## config.mk

```make
export PLATFORM = sky130hd
export DESIGN_NAME = xm_mem_access
export DESIGN_NICKNAME = d
export VERILOG_FILES = /design/src/rtl/xm_pkg.sv /design/src/rtl/xm_byte_lane.sv /design/src/rtl/xm_mem_access.sv
export SDC_FILE = /design/constraint.sdc
export NUM_CORES = 1
export LEC_CHECK = 0
export ABC_AREA = 1
export CAP_MARGIN = 20
export CORE_UTILIZATION = 40
export CTS_BUF_LIST = sky130_fd_sc_hd__clkbuf_4
export CTS_CLUSTER_SIZE = 24
export DETAILED_ROUTE_END_ITERATION = 8
export PLACE_DENSITY = 0.75
export SLEW_MARGIN = 20
export SYNTH_ARGS = -nofsm -noshare
export SYNTH_HDL_FRONTEND = slang
export SYNTH_HIERARCHICAL = 1
export SYNTH_SLANG_ARGS = --single-unit
```

## constraint.sdc

```tcl
create_clock -name clk_i -period 2.7 [get_ports clk_i]
set_input_delay 0.405 -clock clk_i [delete_from_list [all_inputs] [get_ports clk_i]]
set_output_delay 0.405 -clock clk_i [all_outputs]
set_load 0.01 [all_outputs]
```

## src/rtl/xm_pkg.sv

```systemverilog
// Shared types and constants for the XM memory access path.
// The byte-lane helper is kept here so DMA logic can reuse the same encodings.
package xm_pkg;

  typedef enum logic [1:0] {
    MA_IDLE,
    MA_REQ,
    MA_DONE
  } mem_acc_state_t;

  localparam logic [1:0] BE_WORD = 2'b11;
  localparam logic [1:0] BE_LO   = 2'b01;
  localparam logic [1:0] BE_HI   = 2'b10;

  // Request fields held stable on the bus for the whole REQ phase.
  typedef struct packed {
    logic rw;
    logic byte_op;
    logic hi_lane;
  } mem_req_t;

  function automatic logic is_misaligned(input logic byte_op, input logic addr0);
    return !byte_op && addr0;
  endfunction

endpackage

```

## src/rtl/xm_byte_lane.sv

```systemverilog
// Byte-lane steering for 16-bit words: write enables/data replication and
// read lane selection with zero extension. Purely combinational.
module xm_byte_lane
  import xm_pkg::*;
#(
  parameter int WORD = 16
) (
  input  logic            byte_op_i,
  input  logic            hi_lane_i,
  input  logic [WORD-1:0] wr_data_i,
  input  logic [WORD-1:0] rd_raw_i,
  output logic [1:0]      be_o,
  output logic [WORD-1:0] wdata_o,
  output logic [WORD-1:0] rd_data_o
);

  logic [7:0] rd_lane;

  always_comb begin
    be_o      = BE_WORD;
    wdata_o   = wr_data_i;
    rd_lane   = hi_lane_i ? rd_raw_i[15:8] : rd_raw_i[7:0];
    rd_data_o = rd_raw_i;
    if (byte_op_i) begin
      be_o      = hi_lane_i ? BE_HI : BE_LO;
      wdata_o   = WORD'({wr_data_i[7:0], wr_data_i[7:0]});
      rd_data_o = WORD'(rd_lane);
    end
  end

endmodule

```

## src/rtl/xm_mem_access.sv

```systemverilog
// Memory access unit: one req/ack bus cycle per memEn_i strobe, with byte-lane
// steering, misalignment check and an ack timeout.
//
//  state   | meaning
//  --------+-----------------------------------------------------------
//  MA_IDLE | no access; memEn_i accepted
//  MA_REQ  | mem_req_o high, waiting for mem_ack_i or timeout
//  MA_DONE | one-cycle completion; memWr_o/fault_o pulse, memEn_i accepted
module xm_mem_access
  import xm_pkg::*;
#(
  parameter  int WORD    = 16,
  parameter  int TIMEOUT = 15,
  localparam int CNT_W   = (TIMEOUT > 0) ? $clog2(TIMEOUT + 1) : 1
) (
  input  logic            clk_i,
  input  logic            arst_i,
  input  logic            memEn_i,
  input  logic            memRW_i,
  input  logic            byteOp_i,
  input  logic [WORD-1:0] addr_i,
  input  logic [WORD-1:0] wrData_i,
  output logic            memBusy_o,
  output logic            memWr_o,
  output logic [WORD-1:0] rdData_o,
  output logic            fault_o,
  output logic            mem_req_o,
  output logic            mem_we_o,
  output logic [1:0]      mem_be_o,
  output logic [WORD-1:0] mem_addr_o,
  output logic [WORD-1:0] mem_wdata_o,
  input  logic            mem_ack_i,
  input  logic [WORD-1:0] mem_rdata_i
);

  localparam logic [CNT_W-1:0] TO_CNT = CNT_W'(TIMEOUT);

  mem_acc_state_t  state_q;
  mem_req_t        req_q;
  logic [WORD-1:1] addr_q;
  logic [WORD-1:0] wdata_q;
  logic [CNT_W-1:0] cnt_q;
  logic            busy_q, memwr_q, fault_q, bus_req_q;
  logic [WORD-1:0] rddata_q;

  logic [1:0]      lane_be;
  logic [WORD-1:0] lane_wdata, lane_rdata;
  logic            timeout_hit;

  xm_byte_lane #(.WORD(WORD)) u_lane (
    .byte_op_i (req_q.byte_op),
    .hi_lane_i (req_q.hi_lane),
    .wr_data_i (wdata_q),
    .rd_raw_i  (mem_rdata_i),
    .be_o      (lane_be),
    .wdata_o   (lane_wdata),
    .rd_data_o (lane_rdata)
  );

  assign timeout_hit = (TIMEOUT != 0) && (cnt_q == TO_CNT);

  always_ff @(posedge clk_i or negedge arst_i) begin
    if (!arst_i) begin
      state_q   <= MA_IDLE;
      req_q     <= '0;
      addr_q    <= '0;
      wdata_q   <= '0;
      cnt_q     <= '0;
      busy_q    <= 1'b0;
      memwr_q   <= 1'b0;
      fault_q   <= 1'b0;
      bus_req_q <= 1'b0;
      rddata_q  <= '0;
    end else begin
      memwr_q <= 1'b0;
      fault_q <= 1'b0;
      case (state_q)
        MA_IDLE, MA_DONE: begin
          if (!memEn_i) begin
            state_q <= MA_IDLE;
          end else if (is_misaligned(byteOp_i, addr_i[0])) begin
            state_q <= MA_DONE;
            fault_q <= 1'b1;
          end else begin
            state_q   <= MA_REQ;
            req_q     <= '{rw: memRW_i, byte_op: byteOp_i, hi_lane: addr_i[0]};
            addr_q    <= addr_i[WORD-1:1];
            wdata_q   <= wrData_i;
            cnt_q     <= '0;
            busy_q    <= 1'b1;
            bus_req_q <= 1'b1;
          end
        end
        MA_REQ: begin
          // ack takes priority over a timeout expiring in the same cycle
          if (mem_ack_i) begin
            state_q   <= MA_DONE;
            busy_q    <= 1'b0;
            bus_req_q <= 1'b0;
            if (!req_q.rw) begin
              rddata_q <= lane_rdata;
              memwr_q  <= 1'b1;
            end
          end else if (timeout_hit) begin
            state_q   <= MA_DONE;
            busy_q    <= 1'b0;
            bus_req_q <= 1'b0;
            fault_q   <= 1'b1;
          end else begin
            cnt_q <= cnt_q + 1'b1;
          end
        end
        default: state_q <= MA_IDLE;
      endcase
    end
  end

  assign memBusy_o   = busy_q;
  assign memWr_o     = memwr_q;
  assign fault_o     = fault_q;
  assign rdData_o    = rddata_q;
  assign mem_req_o   = bus_req_q;
  assign mem_we_o    = bus_req_q & req_q.rw;
  assign mem_be_o    = bus_req_q ? lane_be : 2'b00;
  assign mem_addr_o  = {addr_q, 1'b0};
  assign mem_wdata_o = lane_wdata;

endmodule

```

* Word-level counts from Yosys, hierarchy flattened *
Index checks and enable logic that the tools add are counted.

cells by class
  $add $sub $neg = 1
  equal/unequal tests = 8
  muxes and demuxes = 29
  bitwise logic cells = 3
  reductions and logical operators = 9

operator list
  kind                                           number
  two-way mux 16 bit                             2
  two-way mux 4 bit                              4
  two-way mux 2 bit                              7
  two-way mux 1 bit                              11
  two-way mux 8 bit                              1
  inequality test 2 bit, second input constant   4
  case mux 4 bit (2 select lines)                1
  AND reduction 3 bit                            2
  AND reduction 5 bit                            1
  adder 4 x 1 -> 4 bit, second input constant    1
  == test 4 bit, second input constant           1
  case mux 1 bit (2 select lines)                2
  case mux 2 bit (2 select lines)                1
  AND reduction 4 bit                            1
  inequality test 3 bit, second input constant   1
  == test 2 x 1 -> 1 bit, second input constant  1
  == test 2 bit, second input constant           1
  zero test 2 bit                                1
  inverter 1 bit                                 2
  nonzero test 2 bit                             1
  OR reduction 2 bit                             1
  bitwise AND 1 bit                              1
  logical AND 1 bit                              1
  zero test 1 bit                                1

storage, ports and cells
  register bits after elaboration = 59
  input bits = 54

* Longest topological paths before layout *
  depth in word-level cells = 5
  gate-level depth with buffers = 7
  mapped depth without buffers = 6

* Cells and area by module *
Netlist, hierarchy kept.

modules (own cells, without submodules)
  module         times used  cells an instance  area each (µm²)
  xm_mem_access  1           271                2,342.2
  xm_byte_lane   1           80                 412.9

* Worst setup path before layout *
Ideal clock, no wire load.

  path type = reg-to-output
  start = register req_q[1] (netlist name)
  end = output mem_be_o[1]
  arrival time = 0.811 ns
  path slack = 1.484 ns
  cell stages (with the launch flop) = 6
  cell sequence = dfrtp_1 buf_6 buf_6 nand2_1 nand2_1 inv_1

between the ends
  word-level cells in the longest chain between the ends = 2

ends and longest elaborated chain
  what                    line                  source
  start, declared         xm_mem_access.sv:39   mem_req_t req_q;
  start signal, assigned  xm_mem_access.sv:86   req_q <= '{rw: memRW_i, byte_op: byteOp_i, hi_lane: addr_i[0]};
  two-way mux 2 bit       xm_byte_lane.sv:24    if (byte_op_i) begin
  named net lane_be[1]    xm_mem_access.sv:46   logic [1:0] lane_be;
  two-way mux 2 bit       xm_mem_access.sv:124  assign mem_be_o = bus_req_q ? lane_be : 2'b00;
  end, declared           xm_mem_access.sv:29   output logic [1:0] mem_be_o,

The timed path passes the listed nets, and every way through them passes these cells.

* Worst setup path after layout *
  start = register req_q[1] (netlist name)
  end = output mem_be_o[0]

The elaborated chain is that of the path after synthesis.

==> impl_metrics.json <==
{
  "syn_area_per_cell_um2": 7.85,
  "timing.fmax_ghz": 0.430,
  "finalNonFillerCells": 531,
  "crit_fanout": 18,
  "synthDistinctLibCells": 19,
  "synth_top_family_by_area": "simple AND/OR/NAND/NOR gates",
  "cts_sinks": 59,
  "rows": 29,
  "synth-xor-area-share": 0,
  "die_area_um2": 7220,
  "layout-drive-gt1-share": 0.0749,
  "grt_pass1_wl_um": 10700,
  "dp_hpwl_um": 4630,
  "path_class": "flip-flop to output port",
  "critPathMaxStageDelay_ns": 0.54,
  "syn2layout_area_growth_pct": 41.7,
  "min_period_ns": 2.32,
  "hold_violations": 0,
  "synth_top_area_share": 0.536,
  "crit_start": "req_q[1]",
  "ir_drop_mv": 0.344,
  "root_buffer": "clkbuf_4",
  "synth_warnings": 6,
  "die_h_um": 85.0,
  "synthesis.area_um2": 2760,
  "post-cts-setup-buffers": 0,
  "finalSetupViolCount": 0,
  "fin_crit_sh": 0.860,
  "avgRoutedWirePerCell_um": 12.0,
  "synthAdderAreaFrac": 0.00454,
  "place_ws_ns": 0.584,
  "fill_cells": 584,
  "status": "finished, final reports clean",
  "power.density_nw_per_um2": 814,
  "hold_ws_ns": 0.434,
  "slew_violations": 0,
  "drc_errors": 0,
  "vias": 2427,
  "synth_largest_area_cell": "dfrtp_1",
  "synth.area.mux_share": 0,
  "cts_buffers": 9,
  "ant_nets": 0,
  "multiInputGateArea_um2": 988,
  "path_cells": "buf_4 > nand2_2 > nand2_1 > inv_1 > clkdlybuf4s50_1",
  "initial_utilization": 0.424,
  "track_usage": 0.189,
  "synth_nets": 406,
  "overflow": 0,
  "first_pass_iters": 4,
  "maxCapViolCount": 0,
  "clkTransAtPathRegs_ns": 0.09,
  "crit_path_end_kind": "output port",
  "design_area_um2": 3910,
  "diodes": 0,
  "grt_pass1_vias": 2313,
  "clk_latency_ns": 0.38,
  "rr_startpoint": "state_q[0]",
  "dp.cells": 516,
  "cp_slowest_cell": "dfrtp_2",
  "synth_simple_gate_area_frac": 0.318,
  "path_delay_family": "buffers and inverters",
  "grt_max_degree": 41,
  "worst_pin_slew_ns": 0.567,
  "crit_buf_inv": 3,
  "fin_ws_ns": 0.377,
  "crit_path_start_kind": "flip-flop",
  "total_power_mw": 3.18,
  "synth_cells": 351,
  "routed_wl_um": 6380,
  "ys_ff_latch": 59,
  "synth_compound_area_frac": 0.0318,
  "utilization": 0.601,
  "clock_path_buffers": 2,
  "io_pins": 109,
  "die_w_um": 85.0,
  "crit_arrival_ns": 1.92,
  "finalNetCount": 506,
  "layout.area.seq_um2": 1480,
  "htree_num_levels": 3,
  "rsz0062_at_grt": "no",
  "antenna_found_initial": 0,
  "drt_iter0_markers": 130,
  "tns_ns": 0,
  "seq_area_frac_synth": 0.536,
  "worstHoldPathType": "input port to asynchronous set/reset pin",
  "core-area_um2": 6490,
  "vias_per_cell": 4.57,
  "relSlewSlack": 0.621,
  "fin_skew_ns": 0.0118,
  "leakagePower_nw": 2.02,
  "placement.cell_area_um2": 3770,
  "routabilityCongestion": 0.869,
  "portBuffers": 107,
  "critPathRequiredTime_ns": 2.30,
  "ys_top_cells_by_area": "dfrtp_1, nand2_1, inv_1",
  "cts_tree": "yes"
}
-- cells in the mapped netlist (all sizes together) --
| master | number |
|---|---|
| buf | 23 |
| ha | 1 |
| clkinv | 1 |
| o21ai | 13 |
| dfrtp | 59 |
| clkbuf | 1 |
| conb | 1 |
| nor2 | 17 |
| inv | 28 |
| nand2 | 192 |
| nand3 | 15 |
-- where the power goes --
part           switching, mW  internal [mW]  total (mW)  leakage, nW
combinational          0.570          0.699        1.27         1.21
sequential             0.194           1.14        1.34        0.741
clock                  0.293          0.278       0.570       0.0695
-- sequential cells by signal, summed over array words and instances (netlist names) --
signal,count
wdata_q,16
cnt_q,4
memWr_o,1
rdData_o,16
fault_o,1
addr_q,15
mem_req_o,1
req_q,3
state_q,2
-- placed cells by master (no fill, tap or decap), types with 2 or more instances in the layout --
cell	count
buf_4	5
clkbuf_4	10
clkdlybuf4s50_1	106
clkinv_2	3
dfrtp_1	58
inv_1	25
inv_2	3
nand2_1	190
nand2_2	2
nand3_1	14
nor2_1	16
o21ai_0	7
o21ai_2	5
-- worst reg2reg max path: cells and delay by family, from the launching register on --
| kind | cells | cell delay (ns) |
|---|---|---|
| AND/OR/NAND/NOR | 3 | 0.46 |
| buffers and inverters | 1 | 0.43 |
| flip-flops | 1 | 0.39 |
| AO/OA/AOI/OAI | 1 | 0.09 |
-- layer usage --
metal  global-route usage  share of wire
met5                    0              0
met1                0.249           0.46
met4               0.0693         0.0066
met2                0.298           0.45
met3               0.0525          0.080
-- final timing paths --
check,endpoint,slack (ns),depth (start not counted)
max,mem_be_o[0],0.38,5
min,addr_q[3],0.43,2
max reg2reg,wdata_q[7],1.27,5
min reg2reg,rdData_o[5],0.48,2
max in group asynchronous,req_q[1],1.63,3
min in group clk_i,rdData_o[5],0.48,2
-- cell type report --
type                    count  share of cell area
flip-flops and latches     59               0.378
repair buffers            113               0.285
multi-input cells         239               0.253
inverters                  29              0.0282
well taps                  77              0.0247
clock buffers              10              0.0192
clock inverters             4              0.0112
-- kinds of logic after synthesis --
family                   after synthesis
AO/OA/AOI/OAI                         13
adder cells (fa/ha/maj)                1
buffers and inverters                 53
flip-flops                            59
other                                  1
AND/OR/NAND/NOR                      224
-- timing repair --
item                                    in CTS  in global routing
endpoints found under the setup margin       0                  1
hold buffers                                 1                  0
gates resized for setup                      0                  1
hold endpoints to repair                    11                  0
Note: power is estimated with default switching activity, not from simulation.
